`src/rtl/alu_pkg.sv`:
```
// Shared opcodes, FSM state encoding and sizing helper for the handshaked ALU pipeline.
package alu_pkg;

  localparam logic [2:0] OP_ADD = 3'b000;
  localparam logic [2:0] OP_SUB = 3'b001;
  localparam logic [2:0] OP_AND = 3'b010;
  localparam logic [2:0] OP_OR  = 3'b011;
  localparam logic [2:0] OP_XOR = 3'b100;
  localparam logic [2:0] OP_SHL = 3'b101;
  localparam logic [2:0] OP_SHR = 3'b110;
  localparam logic [2:0] OP_MUL = 3'b111;

  typedef enum logic [1:0] {
    ST_IDLE = 2'd0,
    ST_EXEC = 2'd1,
    ST_MUL  = 2'd2,
    ST_DONE = 2'd3
  } state_e;

  // Bits needed to express a shift amount in 0..width-1.
  function automatic int shamt_width(input int width);
    return (width > 1) ? $clog2(width) : 1;
  endfunction

endpackage

```
`src/rtl/alu_mul_seq.sv`:
```
// Sequential shift-add multiplier: one partial product per step, WIDTH steps per multiply.
module alu_mul_seq
  import alu_pkg::*;
#(
  parameter int WIDTH = 4
) (
  input  logic               clk,
  input  logic               rst_n,
  input  logic               start_i,
  input  logic               step_i,
  input  logic [WIDTH-1:0]   a_i,
  input  logic [WIDTH-1:0]   b_i,
  output logic               done_o,
  output logic [2*WIDTH-1:0] product_o
);

  localparam int CW = shamt_width(WIDTH);
  localparam logic [CW-1:0] LAST_CNT = CW'(WIDTH - 1);

  logic [2*WIDTH-1:0] mcand_q;
  logic [2*WIDTH-1:0] acc_q;
  logic [WIDTH-1:0]   mplier_q;
  logic [CW-1:0]      cnt_q;

  // NOTE: sequential state uses non-blocking assignments so every register
  // samples the pre-edge values, independent of statement order.
  always_ff @(posedge clk or negedge rst_n) begin
    if (!rst_n) begin
      mcand_q  <= '0;
      acc_q    <= '0;
      mplier_q <= '0;
      cnt_q    <= '0;
    end else if (start_i) begin
      mcand_q  <= {{WIDTH{1'b0}}, a_i};
      mplier_q <= b_i;
      acc_q    <= '0;
      cnt_q    <= '0;
    end else if (step_i) begin
      if (mplier_q[cnt_q]) acc_q <= acc_q + (mcand_q << cnt_q);
      cnt_q <= cnt_q + 1'b1;
    end
  end

  // High during the final step, so the product is complete right after this edge.
  assign done_o    = step_i & (cnt_q == LAST_CNT);
  assign product_o = acc_q;

endmodule

```
`src/rtl/alu_pipe.sv`:
```
// Valid/ready ALU: one-cycle ops at full throughput, sequential multiply, registered result and flags.
module alu_pipe
  import alu_pkg::*;
#(
  parameter int WIDTH  = 4,
  parameter bit MUL_EN = 1'b1
) (
  input  logic             clk,
  input  logic             rst_n,
  input  logic             in_valid,
  output logic             in_ready,
  input  logic [WIDTH-1:0] a,
  input  logic [WIDTH-1:0] b,
  input  logic [2:0]       op,
  output logic             out_valid,
  input  logic             out_ready,
  output logic [WIDTH-1:0] result,
  output logic             carry,
  output logic             zero,
  output logic             overflow,
  output logic             busy
);

  localparam int SW  = shamt_width(WIDTH);
  localparam int MSB = WIDTH - 1;

  state_e             state_q;
  logic [WIDTH-1:0]   a_q, b_q;
  logic [2:0]         op_q;
  logic               out_valid_q, carry_q, zero_q, ovf_q;
  logic [WIDTH-1:0]   result_q;

  logic               slot_free, accept, accept_mul;
  logic               mul_done;
  logic [2*WIDTH-1:0] mul_product;
  logic [WIDTH-1:0]   res_d;
  logic               carry_d, ovf_d;
  logic [SW-1:0]      shamt;

  assign slot_free  = ~out_valid_q | out_ready;
  assign in_ready   = (state_q == ST_IDLE) | ((state_q == ST_EXEC) & slot_free);
  assign accept     = in_valid & in_ready;
  assign accept_mul = accept & MUL_EN & (op == OP_MUL);
  assign shamt      = b_q[SW-1:0];

  alu_mul_seq #(.WIDTH(WIDTH)) u_mul (
    .clk       (clk),
    .rst_n     (rst_n),
    .start_i   (accept_mul),
    .step_i    (state_q == ST_MUL),
    .a_i       (a),
    .b_i       (b),
    .done_o    (mul_done),
    .product_o (mul_product)
  );

  // NOTE: every output of a combinational block gets a default first, so no
  // path through the case can leave it unassigned and infer a latch.
  always_comb begin
    res_d   = '0;
    carry_d = 1'b0;
    ovf_d   = 1'b0;
    case (op_q)
      OP_ADD: begin
        {carry_d, res_d} = {1'b0, a_q} + {1'b0, b_q};
        ovf_d = (a_q[MSB] == b_q[MSB]) & (res_d[MSB] != a_q[MSB]);
      end
      OP_SUB: begin
        {carry_d, res_d} = {1'b0, a_q} - {1'b0, b_q};
        ovf_d = (a_q[MSB] != b_q[MSB]) & (res_d[MSB] != a_q[MSB]);
      end
      OP_AND: res_d = a_q & b_q;
      OP_OR:  res_d = a_q | b_q;
      OP_XOR: res_d = a_q ^ b_q;
      // The spare bit beside the operand catches the last bit shifted out.
      OP_SHL: {carry_d, res_d} = {1'b0, a_q} << shamt;
      OP_SHR: {res_d, carry_d} = {a_q, 1'b0} >> shamt;
      default: ;
    endcase
  end

  always_ff @(posedge clk or negedge rst_n) begin
    // NOTE: operand and output registers are reset too, so a reset in the
    // middle of a multiply or a stall can never replay a stale beat.
    if (!rst_n) begin
      state_q     <= ST_IDLE;
      a_q         <= '0;
      b_q         <= '0;
      op_q        <= '0;
      out_valid_q <= 1'b0;
      result_q    <= '0;
      carry_q     <= 1'b0;
      zero_q      <= 1'b0;
      ovf_q       <= 1'b0;
    end else begin
      if (out_valid_q && out_ready) out_valid_q <= 1'b0;
      if (accept) begin
        a_q  <= a;
        b_q  <= b;
        op_q <= op;
      end
      case (state_q)
        ST_IDLE: if (accept) state_q <= accept_mul ? ST_MUL : ST_EXEC;
        ST_EXEC: if (slot_free) begin
          result_q    <= res_d;
          carry_q     <= carry_d;
          zero_q      <= (res_d == '0);
          ovf_q       <= ovf_d;
          out_valid_q <= 1'b1;
          if (!accept)         state_q <= ST_IDLE;
          else if (accept_mul) state_q <= ST_MUL;
          else                 state_q <= ST_EXEC;
        end
        ST_MUL: if (mul_done) state_q <= ST_DONE;
        ST_DONE: if (slot_free) begin
          result_q    <= mul_product[WIDTH-1:0];
          carry_q     <= |mul_product[2*WIDTH-1:WIDTH];
          ovf_q       <= |mul_product[2*WIDTH-1:WIDTH];
          zero_q      <= (mul_product[WIDTH-1:0] == '0);
          out_valid_q <= 1'b1;
          state_q     <= ST_IDLE;
        end
        default: state_q <= ST_IDLE;
      endcase
    end
  end

  assign out_valid = out_valid_q;
  assign result    = result_q;
  assign carry     = carry_q;
  assign zero      = zero_q;
  assign overflow  = ovf_q;
  assign busy      = (state_q == ST_MUL) | (state_q == ST_DONE);

endmodule

```
`config.mk`:
```
export PLATFORM = sky130hd
export DESIGN_NAME = alu_pipe
export DESIGN_NICKNAME = d
export VERILOG_FILES = /design/src/rtl/alu_pkg.sv /design/src/rtl/alu_mul_seq.sv /design/src/rtl/alu_pipe.sv
export SDC_FILE = /design/constraint.sdc
export NUM_CORES = 1
export LEC_CHECK = 0
export ABC_CLOCK_PERIOD_IN_PS = 2260
export CAP_MARGIN = 40
export CORE_ASPECT_RATIO = 0.7
export CORE_MARGIN = 5
export CORE_UTILIZATION = 53
export CTS_CLUSTER_SIZE = 12
export DETAILED_ROUTE_END_ITERATION = 7
export PLACE_DENSITY = 0.81
export SYNTH_ARGS = -nofsm -noshare
export SYNTH_HDL_FRONTEND = slang
export SYNTH_SLANG_ARGS = --single-unit
```
`constraint.sdc`:
```
create_clock -name clk -period 2.26 [get_ports clk]
set_input_delay 0.226 -clock clk [delete_from_list [all_inputs] [get_ports clk]]
set_output_delay 0.226 -clock clk [all_outputs]
set_load 0.02 [all_outputs]
```
==> results.txt, run 1 <==
critical setup path kind: flip-flop to flip-flop
Num CTS Buffers: 5
pin count of the biggest net entering global routing: 23
crit path time final: 2180 ps
DIE AREA: 6910 um2
Fillers: 425
GR Overflow Total: 0
Critical Path Sink Type: flip-flop
outcome: finished clean
Die X: 97.3 um
Ys Warns: 0
CTS Root Cell: clkbuf_8
FF+latch count, synth: 39
adder and majority cell fraction of the synthesized area: 0.114
register area: 977 um2
post-route ant nets: 0
core area: 5200 um2
top-count cell post-synth: nand2_1
Post-synth EDFFs: 0
area delta synth->final: 16.8%
Die Ht: 71.1 um
Peak Freq: 458 MHz
share of cells above drive strength 1: 0.166
Final #Nets: 381
post-synthesis cell area: 2830 um2
Vias: 2,399
mux cell area share after synthesis: 0.0912
hold crit path type: input pin to asynchronous set/reset pin
H-tree depth: 2
max-slew violations: 0
TritonCTS clock tree: done
routability cong.: 0.960
drt pass-1 iters: 5
first-pass GRT wire length: 11,300 um
# IOs: 25
CP max FO: 5
Mapped Nets: 345
most frequent cells after synthesis: nand2_1 (45), dfrtp_1 (39), ha_1 (21), nor2_1 (21), o21ai_0 (13)
top-area cell type share of the netlist area: 0.345
Final Setup Violations: 0
leakage power: 0.00149 uW
routed wire length: 6720 um
vias in the first global route: 2,309
post-detail-place hpwl: 5320 um
Synth async-reset ratio: 1.00
Worst R2R Path Depth: 10
Multi-input gate area: 1690 um2
final hold vios: 0
cell taking the most area after synthesis: dfrtp_1
RSZ-0062 raised after global routing: yes
buffers from clock root to sink, at most: 2
Setup TNS: 0 ps
clock net sink count: 39
final core occ: 0.634
total chip power: 3850 uW
Max-cap violations: 0
Period Utilization, post-route: 0.967
Max IR drop VDD: 0.000575 V
slew margin rel.: 0.400
Worst-Margin Slew: 896 ps
post-synthesis xor/xnor area fraction: 0.0279
Worst-path clk slew: 70 ps
Synth Area in Compound Gates: 0.179
Synth area leaders: dfrtp_1 (35%), ha_1 (9.3%), nand2_1 (6.0%)
WP data required: 2440 ps
Wirelength per Cell: 16.2 um
Yosys cell types: 60
CP Launch Type: flip-flop
Residual DRC: 0
Port Buf Inserts: 24
sequential area share after synthesis: 0.345
Std-Cell Rows: 22
aggregate global-route resource usage: 0.204
Worst EP arrival: 2370 ps
initial antenna violation count: 0
diodes inserted: 0
Avg Cell Area, Syn: 9.23 um2
Post-Synth Simple-Gate Area: 0.184
cells after synthesis: 306
Clock Skew: 2.93 ps
cell area power density: 1170 nW/um2
Starting Density: 0.543
largest family of logic cells by synthesized area: simple AND/OR/NAND/NOR gates
worst-skew pair later-pin latency: 290 ps
Vias/cell: 5.78
Iter 0 DRT Violations: 173
top_reg_cell synth: dfrtp_1
stage by stage:
step,std cells,hold WS [ps],cell area [um2],worst slack (ps)
finish,415,414,3300,75.4
global route,415,460,3300,-5.55
CTS,413,431,3280,52.2
detailed placement,404,200,3190,-4.46
global placement,403,381,3160,68.6
floorplan,306,-69.6,2830,104
worst max-delay path: stages (launching register included):
cell and delay [ps]:
dfrtp_1 430, inv_2 90, ha_2 190, inv_1 50
fa_1 480, nor2_1 50, a21oi_1 110, a22oi_1 90
o211ai_1 280, nor2_1 70, a31o_1 220
area by class of cell:
class / instances / area share
Multi-Input combinational cell: 239 / 0.513
Sequential cell: 39 / 0.296
Timing Repair Buffer: 45 / 0.126
Tap cell: 72 / 0.0273
Clock buffer: 7 / 0.0231
Inverter: 12 / 0.0136
Clock inverter: 1 / 0.00152
registers in the layout (all words and copies together), names as in the netlist:
signal	count
out_valid	1
u_mul.cnt_q	2
overflow	1
a_q	4
result	4
zero	1
b_q	4
u_mul.product_o	8
carry	1
u_mul.mcand_q	4
op_q	3
state_q	2
u_mul.mplier_q	4
layout by cell type, fill, tap and decap left out, drive strengths merged, types with 4 or more instances in the layout:
| cell type | n |
|---|---|
| mux2 | 12 |
| ha | 21 |
| o21ai | 25 |
| buf | 21 |
| o211ai | 5 |
| a21oi | 13 |
| dfrtp | 39 |
| xnor2 | 5 |
| nor2b | 6 |
| clkdlybuf4s50 | 23 |
| clkbuf | 7 |
| nand2 | 47 |
| nand3 | 12 |
| inv | 12 |
| mux2i | 10 |
| nand2b | 6 |
| nor2 | 22 |
| xor2 | 4 |
power by group:
part / leakage (uW) / internal (uW) / total (uW) / switching (uW)
registers: 0.000480 / 937 / 1190 / 257
clock network: 0.0000422 / 217 / 459 / 243
logic: 0.000964 / 1010 / 2200 / 1180
logic make-up (layout without fill, tap and decap cells):
group,count (synthesis),count (layout)
buf+inv,28,65
flops,39,39
compound gates,75,75
mux,23,23
xor+xnor,9,9
fa+ha+maj,24,24
simple gates,108,108
worst paths after layout:
| check | startpoint | endpoint | slack [ps] |
|---|---|---|---|
| worst max-delay path | a_q[0] | zero | 80 |
| min in group clk | result[0] | result[0] | 480 |
| max in group asynchronous | rst_n | a_q[1] | 1380 |
| worst max register to register | a_q[0] | zero | 80 |
| worst min register to register | result[0] | result[0] | 480 |
| worst min-delay path | rst_n | u_mul.product_o[6] | 410 |
repair_timing:
item                                   in CTS  in global routing
gates resized for setup                     1                  3
setup endpoints to repair                   2                  4
hold buffers                                1                  0
endpoints found under the hold margin      17                  0
pin swaps                                   0                  1
setup buffers                               0                  2
routing by layer:
| metal | track usage | up-vias | wire length [um] |
|---|---|---|---|
| met5 | 0 | - | 0 |
| met4 | 0.0445 | 0 | 99 |
| met3 | 0.0631 | 17 | 537 |
| met2 | 0.295 | 109 | 2790 |
| met1 | 0.300 | 1123 | 3300 |
| li1 | - | 1150 | - |
No activity file was read; power rests on OpenSTA's default activity.
==> run 2, diff against run 1 <==
--- a/config.mk
+++ b/config.mk
@@ -10,6 +10,7 @@
 export CORE_ASPECT_RATIO = 0.7
 export CORE_MARGIN = 5
 export CORE_UTILIZATION = 53
+export CTS_BUF_LIST = sky130_fd_sc_hd__clkbuf_4 sky130_fd_sc_hd__clkbuf_8 sky130_fd_sc_hd__clkbuf_16
 export CTS_CLUSTER_SIZE = 12
 export DETAILED_ROUTE_END_ITERATION = 7
 export PLACE_DENSITY = 0.81
==> run 2 against run 1 <==
  * Cell count unchanged
  * Power increased by 0.63%
  * Flip-flop and latch count unchanged
  * Global-route usage unchanged
  * Setup slack got worse by 4.6 ps
  * Wire length about the same
  * Critical path depth unchanged
  * Fmax decreased by 0.21%
  * Cell area increased by 0.23%
  * Combinational power about the same
  * Critical path type unchanged
  * Critical endpoint unchanged
  * Highest routed layer unchanged
==> results.txt, run 2 (synthesized netlist as in run 1, its figures left out) <==
worst-skew pair later-pin latency: 290 ps
CP max stage delay: 480 ps
critical setup path kind: flip-flop to flip-flop
buffers from clock root to sink, at most: 2
Period Utilization, post-route: 0.969
# IOs: 25
Worst-path clk slew: 70 ps
Num CTS Buffers: 5
pin count of the biggest net entering global routing: 23
most frequent cells in the layout: nand2_1 (45), dfrtp_1 (38), clkdlybuf4s50_1 (23)
vias in the first global route: 2,309
slew margin rel.: 0.411
switching share of power: 0.434
Fillers: 423
core area: 5200 um2
Critical Path Sink Type: flip-flop
Max IR drop VDD: 0.000576 V
Final Setup Violations: 0
crit-path cells: inv_2 -> ha_2 -> inv_1 -> fa_1 -> nor2_1 -> a21oi_1 -> a22oi_1 -> o211ai_1 -> nor2_1 -> a31o_1
placed insts: 404
share of cells above drive strength 1: 0.172
Setup TNS: 0 ps
Worst EP arrival: 2370 ps
outcome: finished clean
initial antenna violation count: 0
Reg power frac: 0.308
clock power share: 0.124
flop2flop setup slack: 70 ps
final hold slack: 415 ps
Vias: 2,392
routability cong.: 0.960
Vias/cell: 5.76
first-pass GRT wire length: 11,300 um
routed wire length: 6720 um
total chip power: 3870 uW
CP Launch Type: flip-flop
H-tree depth: 2
Worst-Margin Slew: 881 ps
area delta synth->final: 17.1%
Buffers & Inverters on Critical Path: 2
post-route insts no fill: 415
r2r endpoint: zero
Die Ht: 71.1 um
TritonCTS clock tree: done
post-detail-place hpwl: 5320 um
Clock Skew: 2.18 ps
crit path time final: 2190 ps
leakage power: 0.00149 uW
WP data required: 2440 ps
Iter 0 DRT Violations: 174
diodes inserted: 0
max-slew violations: 0
P_int: 2190 uW
Reg-to-Reg Start: a_q[0]
Die X: 97.3 um
Worst R2R Path Depth: 10
Std-Cell Rows: 22
Crit path top cell by count: nor2_1
Residual DRC: 0
cell area power density: 1170 nW/um2
Slowest cell on crit path: fa_1
GR Overflow Total: 0
post-route ant nets: 0
pre-CTS setup slack: -4.46 ps
commonest non-fill, non-tap cell in the layout: nand2_1
Max-cap violations: 0
delay-heaviest family, CP: compound AO/OA/AOI/OAI gates
hold crit path type: input pin to asynchronous set/reset pin
Final #Nets: 381
DIE AREA: 6910 um2
Peak Freq: 457 MHz
drt pass-1 iters: 5
aggregate global-route resource usage: 0.204
final hold vios: 0
CTS Root Cell: clkbuf_8
Starting Density: 0.543
Wirelength per Cell: 16.2 um
clock net sink count: 39
Port Buf Inserts: 24
Combinational Power Share: 0.567
Largest register FFs: 8
setup slack after layout: 70.8 ps
CP max FO: 5
P_sw: 1680 uW
run 2: power by group through the flow:
stage / combinational (uW) / sequential [uW] / clock, uW
2_1_floorplan: 1480 / 1210 / 0
3_3_place_gp: 2060 / 1190 / 0
3_5_place_dp: 2120 / 1210 / 0
4_1_cts: 2130 / 1200 / 485
5_1_grt: 2410 / 1230 / 519
6_report: 2200 / 1190 / 482
run 2: layout make-up:
class                           instances  area (um2)  share of cell area
Multi-Input combinational cell        239        1690               0.511
Timing Repair Buffer                   45         415               0.126
Inverter                               12        45.0              0.0136
Tap cell                               72        90.1              0.0272
Clock inverter                          1        5.00             0.00151
Sequential cell                        39         977               0.295
Clock buffer                            7        83.8              0.0253
run 2: timing repair:
| action | 4_1_cts | 5_1_grt |
|---|---|---|
| resized for setup | 1 | 3 |
| setup buffers | 0 | 2 |
| hold endpoints to repair | 17 | 0 |
| endpoints found under the setup margin | 2 | 4 |
| pin swaps | 0 | 1 |
| hold buffers | 1 | 0 |
run 2: worst max path at each step:
stage | from | depth (start not counted) | slack [ps] | end
after floorplan | u_mul.cnt_q[0] | 10 | 100 | u_mul.product_o[7]
after global placement | u_mul.cnt_q[1] | 10 | 70 | u_mul.product_o[7]
after detailed placement | u_mul.cnt_q[1] | 10 | -4 | u_mul.product_o[7]
after CTS | u_mul.cnt_q[1] | 10 | 50 | u_mul.product_o[7]
after global routing | u_mul.cnt_q[1] | 10 | -5 | u_mul.product_o[7]
final | a_q[0] | 10 | 70 | zero
run 2: worst register-to-register path: cells and delay by family, from the launching register on:
kind / cells / cell delay (ps)
AO/OA/AOI/OAI: 4 / 700
adder cells (fa/ha/maj): 2 / 670
flip-flops: 1 / 430
buffers and inverters: 2 / 150
AND/OR/NAND/NOR: 2 / 120
run 2: metal layers:
| metal | routed length (um) | global-route usage | vias to the layer above | share of wire |
|---|---|---|---|---|
| li1 | - | - | 1149 | - |
| met2 | 2770 | 0.295 | 110 | 0.41 |
| met4 | 105 | 0.0445 | 0 | 0.016 |
| met1 | 3290 | 0.300 | 1116 | 0.49 |
| met3 | 555 | 0.0631 | 17 | 0.083 |
| met5 | 0 | 0 | - | 0 |
run 2: per-stage QoR:
step,cell area (um2),util
floorplan,2830,-
global placement,3160,0.607
detailed placement,3190,0.612
CTS,3290,0.632
global route,3310,0.636
finish,3310,0.636
==> RTL change 1, RTL diff (config.mk and constraints of run 2) <==
`WIDTH` is set to 4 in 2 places; all go to 6.
--- a/src/rtl/alu_mul_seq.sv
+++ b/src/rtl/alu_mul_seq.sv
@@ -2,7 +2,7 @@
 module alu_mul_seq
   import alu_pkg::*;
 #(
-  parameter int WIDTH = 4
+  parameter int WIDTH = 6
 ) (
   input  logic               clk,
   input  logic               rst_n,
--- a/src/rtl/alu_pipe.sv
+++ b/src/rtl/alu_pipe.sv
@@ -2,7 +2,7 @@
 module alu_pipe
   import alu_pkg::*;
 #(
-  parameter int WIDTH  = 4,
+  parameter int WIDTH  = 6,
   parameter bit MUL_EN = 1'b1
 ) (
   input  logic             clk,
Interface: changed (resized a, b and result); port bits go from 25 to 31. No check against the original RTL was run, so the function may have changed too.
==> RTL change 1 against run 2 <==
The run now ends with negative setup slack left. Sequential cell count is 15 higher. Area after synthesis increased by 46%. Global-route usage is 8.1 points higher. Final area rose by 79%. Fmax is 17% lower. Worst setup slack got worse by 0.46 ns. First-iteration DRC count grew to 3.7 times the old value. Synthesized cell count up 66%. Wire length grew 120%. Total power is 120% higher. Largest cell class unchanged. Largest power group unchanged. Highest routed layer unchanged.
==> RTL change 1: results (changes against run 2) <==
INFO  metric clock-skew-final = 0.00754 ns (was 0.00218 ns)
INFO  metric synthesis.area_per_instance = 8.12 um2 (was 9.23 um2)
INFO  metric timing.final.ws_setup = -0.390 ns (was 0.0708 ns)
INFO  metric wl_met2 = 6580 um (was 2770 um)
INFO  metric r2r_cells = 12 (was 10)
INFO  metric outcome = finished with violations (was finished clean)
INFO  metric tightest_slew = 0.652 ns (was 0.881 ns)
INFO  metric setup_viol = 9 (was 0)
INFO  metric number_of_port_buffers = 30 (was 24)
INFO  metric via_count = 4567 (was 2392)
INFO  metric synthTopCellsByArea = sky130_fd_sc_hd__dfrtp_1 (33%), sky130_fd_sc_hd__ha_1 (9.7%), sky130_fd_sc_hd__nand2_1 (9.3%) (was sky130_fd_sc_hd__dfrtp_1 (35%), sky130_fd_sc_hd__ha_1 (9.3%), sky130_fd_sc_hd__nand2_1 (6.0%))
INFO  metric total_routing_usage_gr = 28.5% (was 20.4%)
INFO  metric power_leakage = 2.68 nW (was 1.49 nW)
INFO  metric failed_checks = negative setup slack
INFO  metric vias_per_cell = 6.23 (was 5.76)
INFO  metric met1_length = 6360 um (was 3290 um)
INFO  metric power_sequential = 1.74 mW (was 1.19 mW)
INFO  metric slowest_stage = sky130_fd_sc_hd__dfrtp_2 (was sky130_fd_sc_hd__fa_1)
INFO  metric crit_fanout = 7 (was 5)
INFO  metric wire_length_on_met3 = 1740 um (was 555 um)
INFO  metric data_arrival_time_of_the_critical_path = 2.86 ns (was 2.37 ns)
INFO  metric clkTransAtPathRegs = 0.11 ns (was 0.07 ns)
INFO  metric vdd_drop_max = 0.701 mV (was 0.576 mV)
INFO  metric synth.yosys.seq_area_share = 32.8% (was 34.5%)
INFO  metric postRouteWirelength = 15000 um (was 6720 um)
INFO  metric place_congestion = 0.995 (was 0.960)
INFO  metric post_synth_num_cell_types = 57 (was 60)
[RTL change 1: area by class of cell]
type	count	area (um2)
multi-input cells	398	3000
fillers	469	1540
flip-flops and latches	54	1360
repair buffers	147	1230
well taps	98	123
inverters	28	109
clock buffers	6	82.6
clock inverters	2	16.3
[RTL change 1: how the worst min path moves through the flow]
stage | from | end | slack (ns) | cells past startpoint
floorplan | rst_n | a_q[0] | -0.07 | 0
global placement | rst_n | overflow | 0.27 | 1
detailed placement | rst_n | overflow | 0.28 | 1
CTS | op[1] | op_q[1] | 0.46 | 3
global route | b[0] | u_mul.mplier_q[0] | 0.48 | 3
finish | rst_n | out_valid | 0.46 | 2
[RTL change 1: what timing repair did]
action | CTS | global route
pin swaps | 8 | 33
hold endpoints to repair | 24 | 0
setup endpoints to repair | 12 | 16
hold buffers | 1 | 0
setup buffers | 6 | 14
gates resized for setup | 38 | 70
[RTL change 1: per-stage QoR]
step | cell area [um2] | util, % | setup TNS, ns | setup slack [ns] | power [mW]
floorplan | 4190 | - | -0.579 | -0.157 | 4.43
global placement | 5220 | 70.1 | -2.22 | -0.362 | 6.39
detailed placement | 5220 | 70.1 | -3.33 | -0.527 | 6.58
CTS | 5510 | 74.0 | -1.85 | -0.300 | 7.55
global route | 5910 | 79.4 | -3.63 | -0.482 | 9.10
finish | 5910 | 79.4 | -2.44 | -0.390 | 8.64
[RTL change 1: layer usage]
metal | global-route usage (%) | up-vias
li1 | - | 2043
met1 | 44.6 | 2156
met2 | 40.4 | 332
met3 | 6.23 | 36
met4 | 4.58 | 0
met5 | 0 | -
[RTL change 1: cell families after synthesis]
group | share of synthesized area [%]
XOR/XNOR | 3.61
AO/OA/AOI/OAI | 21.9
AND/OR/NAND/NOR | 19.2
flip-flops | 32.8
multiplexers | 6.01
adder cells (fa/ha/maj) | 11.2
buffers and inverters | 5.40
[RTL change 1: worst reg2reg max path, cell delays in order (launching register included)]
cell                       delay, ns
sky130_fd_sc_hd__dfrtp_2        0.50
sky130_fd_sc_hd__buf_6          0.15
sky130_fd_sc_hd__mux2i_4        0.18
sky130_fd_sc_hd__nand2_1        0.09
sky130_fd_sc_hd__nand2_2        0.08
sky130_fd_sc_hd__nor2_4         0.15
sky130_fd_sc_hd__ha_4           0.23
sky130_fd_sc_hd__a21oi_4        0.17
sky130_fd_sc_hd__o21bai_2       0.09
sky130_fd_sc_hd__o31a_1         0.34
sky130_fd_sc_hd__a211oi_4       0.30
sky130_fd_sc_hd__xor2_1         0.18
sky130_fd_sc_hd__o21ai_1        0.08
==> RTL change 2, RTL diff (settings of run 2) <==
Without the edit above. Reset style: synchronous (`rst_n`), changed in 2 clocked blocks.
--- a/src/rtl/alu_mul_seq.sv
+++ b/src/rtl/alu_mul_seq.sv
@@ -24,7 +24,7 @@
 
   // NOTE: sequential state uses non-blocking assignments so every register
   // samples the pre-edge values, independent of statement order.
-  always_ff @(posedge clk or negedge rst_n) begin
+  always_ff @(posedge clk) begin
     if (!rst_n) begin
       mcand_q  <= '0;
       acc_q    <= '0;
--- a/src/rtl/alu_pipe.sv
+++ b/src/rtl/alu_pipe.sv
@@ -79,7 +79,7 @@
     endcase
   end
 
-  always_ff @(posedge clk or negedge rst_n) begin
+  always_ff @(posedge clk) begin
     // NOTE: operand and output registers are reset too, so a reset in the
     // middle of a multiply or a stall can never replay a stale beat.
     if (!rst_n) begin
Check against the original RTL: differs if rst_n is asserted again (counterexample within 4 cycles, from zero or initial values and one cycle with rst_n low); with rst_n held inactive, the same outputs for 10 cycles.
==> RTL change 2 against run 2 <==
Critical endpoint is now u_mul.product_o[7]. The flow now finishes with violations (negative setup slack). Sequential cell count stayed put. Worst setup slack worse by 0.16 ns. Area after synthesis shrank 2.3%. Wire length increased by 5.2%. Via count rose by 8.7%. Final area grew 1.3%.
Power is not compared: it rests on default switching activity, and its combinational part moved more than twofold at a synthesized area within 25%.
==> RTL change 2: results (changes against run 2) <==
INFO  metric route.detailed.wl_per_inst = 15.7 um (was 16.2 um)
INFO  metric vias_per_cell = 5.79 (was 5.76)
INFO  metric place_inst = 440 (was 404)
INFO  metric place_congestion = 0.958 (was 0.960)
INFO  metric grt_start_max_net_pins = 22 (was 23)
INFO  metric nets = 415 (was 381)
INFO  metric dpl_worst_slack = -0.0871 ns (was -0.00446 ns)
INFO  metric setup_viol = 2 (was 0)
INFO  metric first_pass_grt_wire_length = 11800 um (was 11300 um)
INFO  metric clock-skew-final = 0.00886 ns (was 0.00218 ns)
INFO  metric crit_fanout = 6 (was 5)
INFO  metric failed_checks = negative setup slack
INFO  metric drt.antenna.violating_nets = 0 (unchanged)
INFO  metric synthTopCellsByArea = sky130_fd_sc_hd__dfxtp_1 (28%), sky130_fd_sc_hd__ha_1 (9.5%), sky130_fd_sc_hd__mux2i_1 (6.5%) (was sky130_fd_sc_hd__dfrtp_1 (35%), sky130_fd_sc_hd__ha_1 (9.3%), sky130_fd_sc_hd__nand2_1 (6.0%))
INFO  metric use_met1 = 33.8% (was 30.0%)
INFO  metric grt_pass1_vias = 2388 (was 2309)
INFO  metric syn_nets = 378 (was 345)
INFO  metric grtUsageMet2 = 30.6% (was 29.5%)
INFO  metric final_layout_size_suffix_gt1_share = 15.4% (was 17.2%)
INFO  metric data_arrival_time_of_the_critical_path = 2.57 ns (was 2.37 ns)
INFO  metric synthesis.area_per_instance = 8.14 um2 (was 9.23 um2)
INFO  metric place_area = 3200 um2 (was 3190 um2)
INFO  metric synthArstFlopShare = 0% (was 100%)
INFO  metric grtUsageMet3 = 5.27% (was 6.31%)
INFO  metric post_synth_most_frequent_cells = sky130_fd_sc_hd__dfxtp_1 (39), sky130_fd_sc_hd__nand2_1 (29), sky130_fd_sc_hd__a21oi_1 (24) (was sky130_fd_sc_hd__nand2_1 (45), sky130_fd_sc_hd__dfrtp_1 (39), sky130_fd_sc_hd__ha_1 (21), sky130_fd_sc_hd__nor2_1 (21), sky130_fd_sc_hd__o21ai_0 (13))
INFO  metric postRouteWirelength = 7070 um (was 6720 um)
INFO  metric antenna-diode-count = 0 (unchanged)
INFO  metric power_leakage = 1.25 nW
INFO  metric max-slew-margin-rel = 44.5% (was 41.1%)
INFO  metric synth.yosys.seq_area_share = 28.3% (was 34.5%)
INFO  metric min_path_type = reg2reg (was in2async)
INFO  metric synth.yosys.warnings = 0 (unchanged)
INFO  metric place_hpwl = 5350 um (was 5320 um)
INFO  metric total_routing_usage_gr = 22.0% (was 20.4%)
INFO  metric firstDrtPassIters = 8 (was 5)
INFO  metric clock_tree.buffer_depth = 2 (unchanged)
INFO  metric crit_path_start = u_mul.cnt_q[0] (was a_q[0])
INFO  metric outcome = finished with violations (was finished clean)
INFO  metric post_synth_num_cell_types = 50 (was 60)
INFO  metric drt_iter0_markers = 255 (was 174)
INFO  metric timing.final.ws_setup = -0.0859 ns (was 0.0708 ns)
INFO  metric crit_path_to = u_mul.product_o[7] (was zero)
INFO  metric synth_top_area_cell = sky130_fd_sc_hd__dfxtp_1 (was sky130_fd_sc_hd__dfrtp_1)
[RTL change 2: area by class of cell]
type                       count  area, um2
multi-input combinational    262       1890
fill                         447       1800
sequential                    39        788
timing repair buffer          49        428
tap                           72       90.1
clock buffer                   6       76.3
inverter                      19       71.3
clock inverter                 2       12.5
[RTL change 2: repair_timing]
item,4_1_cts,5_1_grt
setup endpoints to repair,3,9
pin swaps,2,7
setup buffers,0,1
resized for setup,3,13
[RTL change 2: layer usage]
layer  routed length (um)  vias to the layer above
met1                 3450                     1221
met2                 3040                       96
met5                    0                        -
li1                     -                     1277
met3                  533                        7
met4                   50                        0
[RTL change 2: power by group through the flow]
| stage | logic [mW] | clock network (mW) | registers [mW] |
|---|---|---|---|
| after floorplan | 0.207 | 0 | 0.766 |
| after global placement | 0.335 | 0 | 0.763 |
| after detailed placement | 0.338 | 0 | 0.765 |
| after CTS | 0.343 | 0.484 | 0.748 |
| after global routing | 0.392 | 0.522 | 0.754 |
| final | 0.356 | 0.479 | 0.750 |
[RTL change 2: per-stage QoR]
| step | hold WS (ns) | setup TNS (ns) | total power [mW] |
|---|---|---|---|
| floorplan | 0.377 | -0.0497 | 0.972 |
| global placement | 0.443 | -0.0336 | 1.10 |
| detailed placement | 0.444 | -0.101 | 1.10 |
| CTS | 0.455 | -0.0579 | 1.57 |
| global route | 0.470 | -0.951 | 1.67 |
| finish | 0.451 | -0.134 | 1.59 |
[RTL change 2: worst max-delay path, stage by stage (launching register included)]
cell and delay, ns:
sky130_fd_sc_hd__dfxtp_4 0.39, sky130_fd_sc_hd__mux2_4 0.31, sky130_fd_sc_hd__nor2_2 0.10, sky130_fd_sc_hd__a21oi_1 0.05, sky130_fd_sc_hd__ha_1 0.35, sky130_fd_sc_hd__o21ai_2 0.07
sky130_fd_sc_hd__o21bai_1 0.18, sky130_fd_sc_hd__a21oi_2 0.08, sky130_fd_sc_hd__o21a_1 0.20, sky130_fd_sc_hd__or4_4 0.41, sky130_fd_sc_hd__a21oi_2 0.13
[RTL change 2: cells by family (layout without fill, tap and decap cells)]
| group | Yosys count | count (layout) | synth area share (%) |
|---|---|---|---|
| and+or+nand+nor | 122 | 122 | 22.3 |
| AOI/OAI and AO/OA | 91 | 91 | 22.8 |
| DFF | 39 | 39 | 28.3 |
| buffers and inverters | 38 | 76 | 5.49 |
| adders and majority gates | 24 | 24 | 11.7 |
| muxes | 21 | 21 | 8.16 |
| xor gates and xnor gates | 4 | 4 | 1.27 |
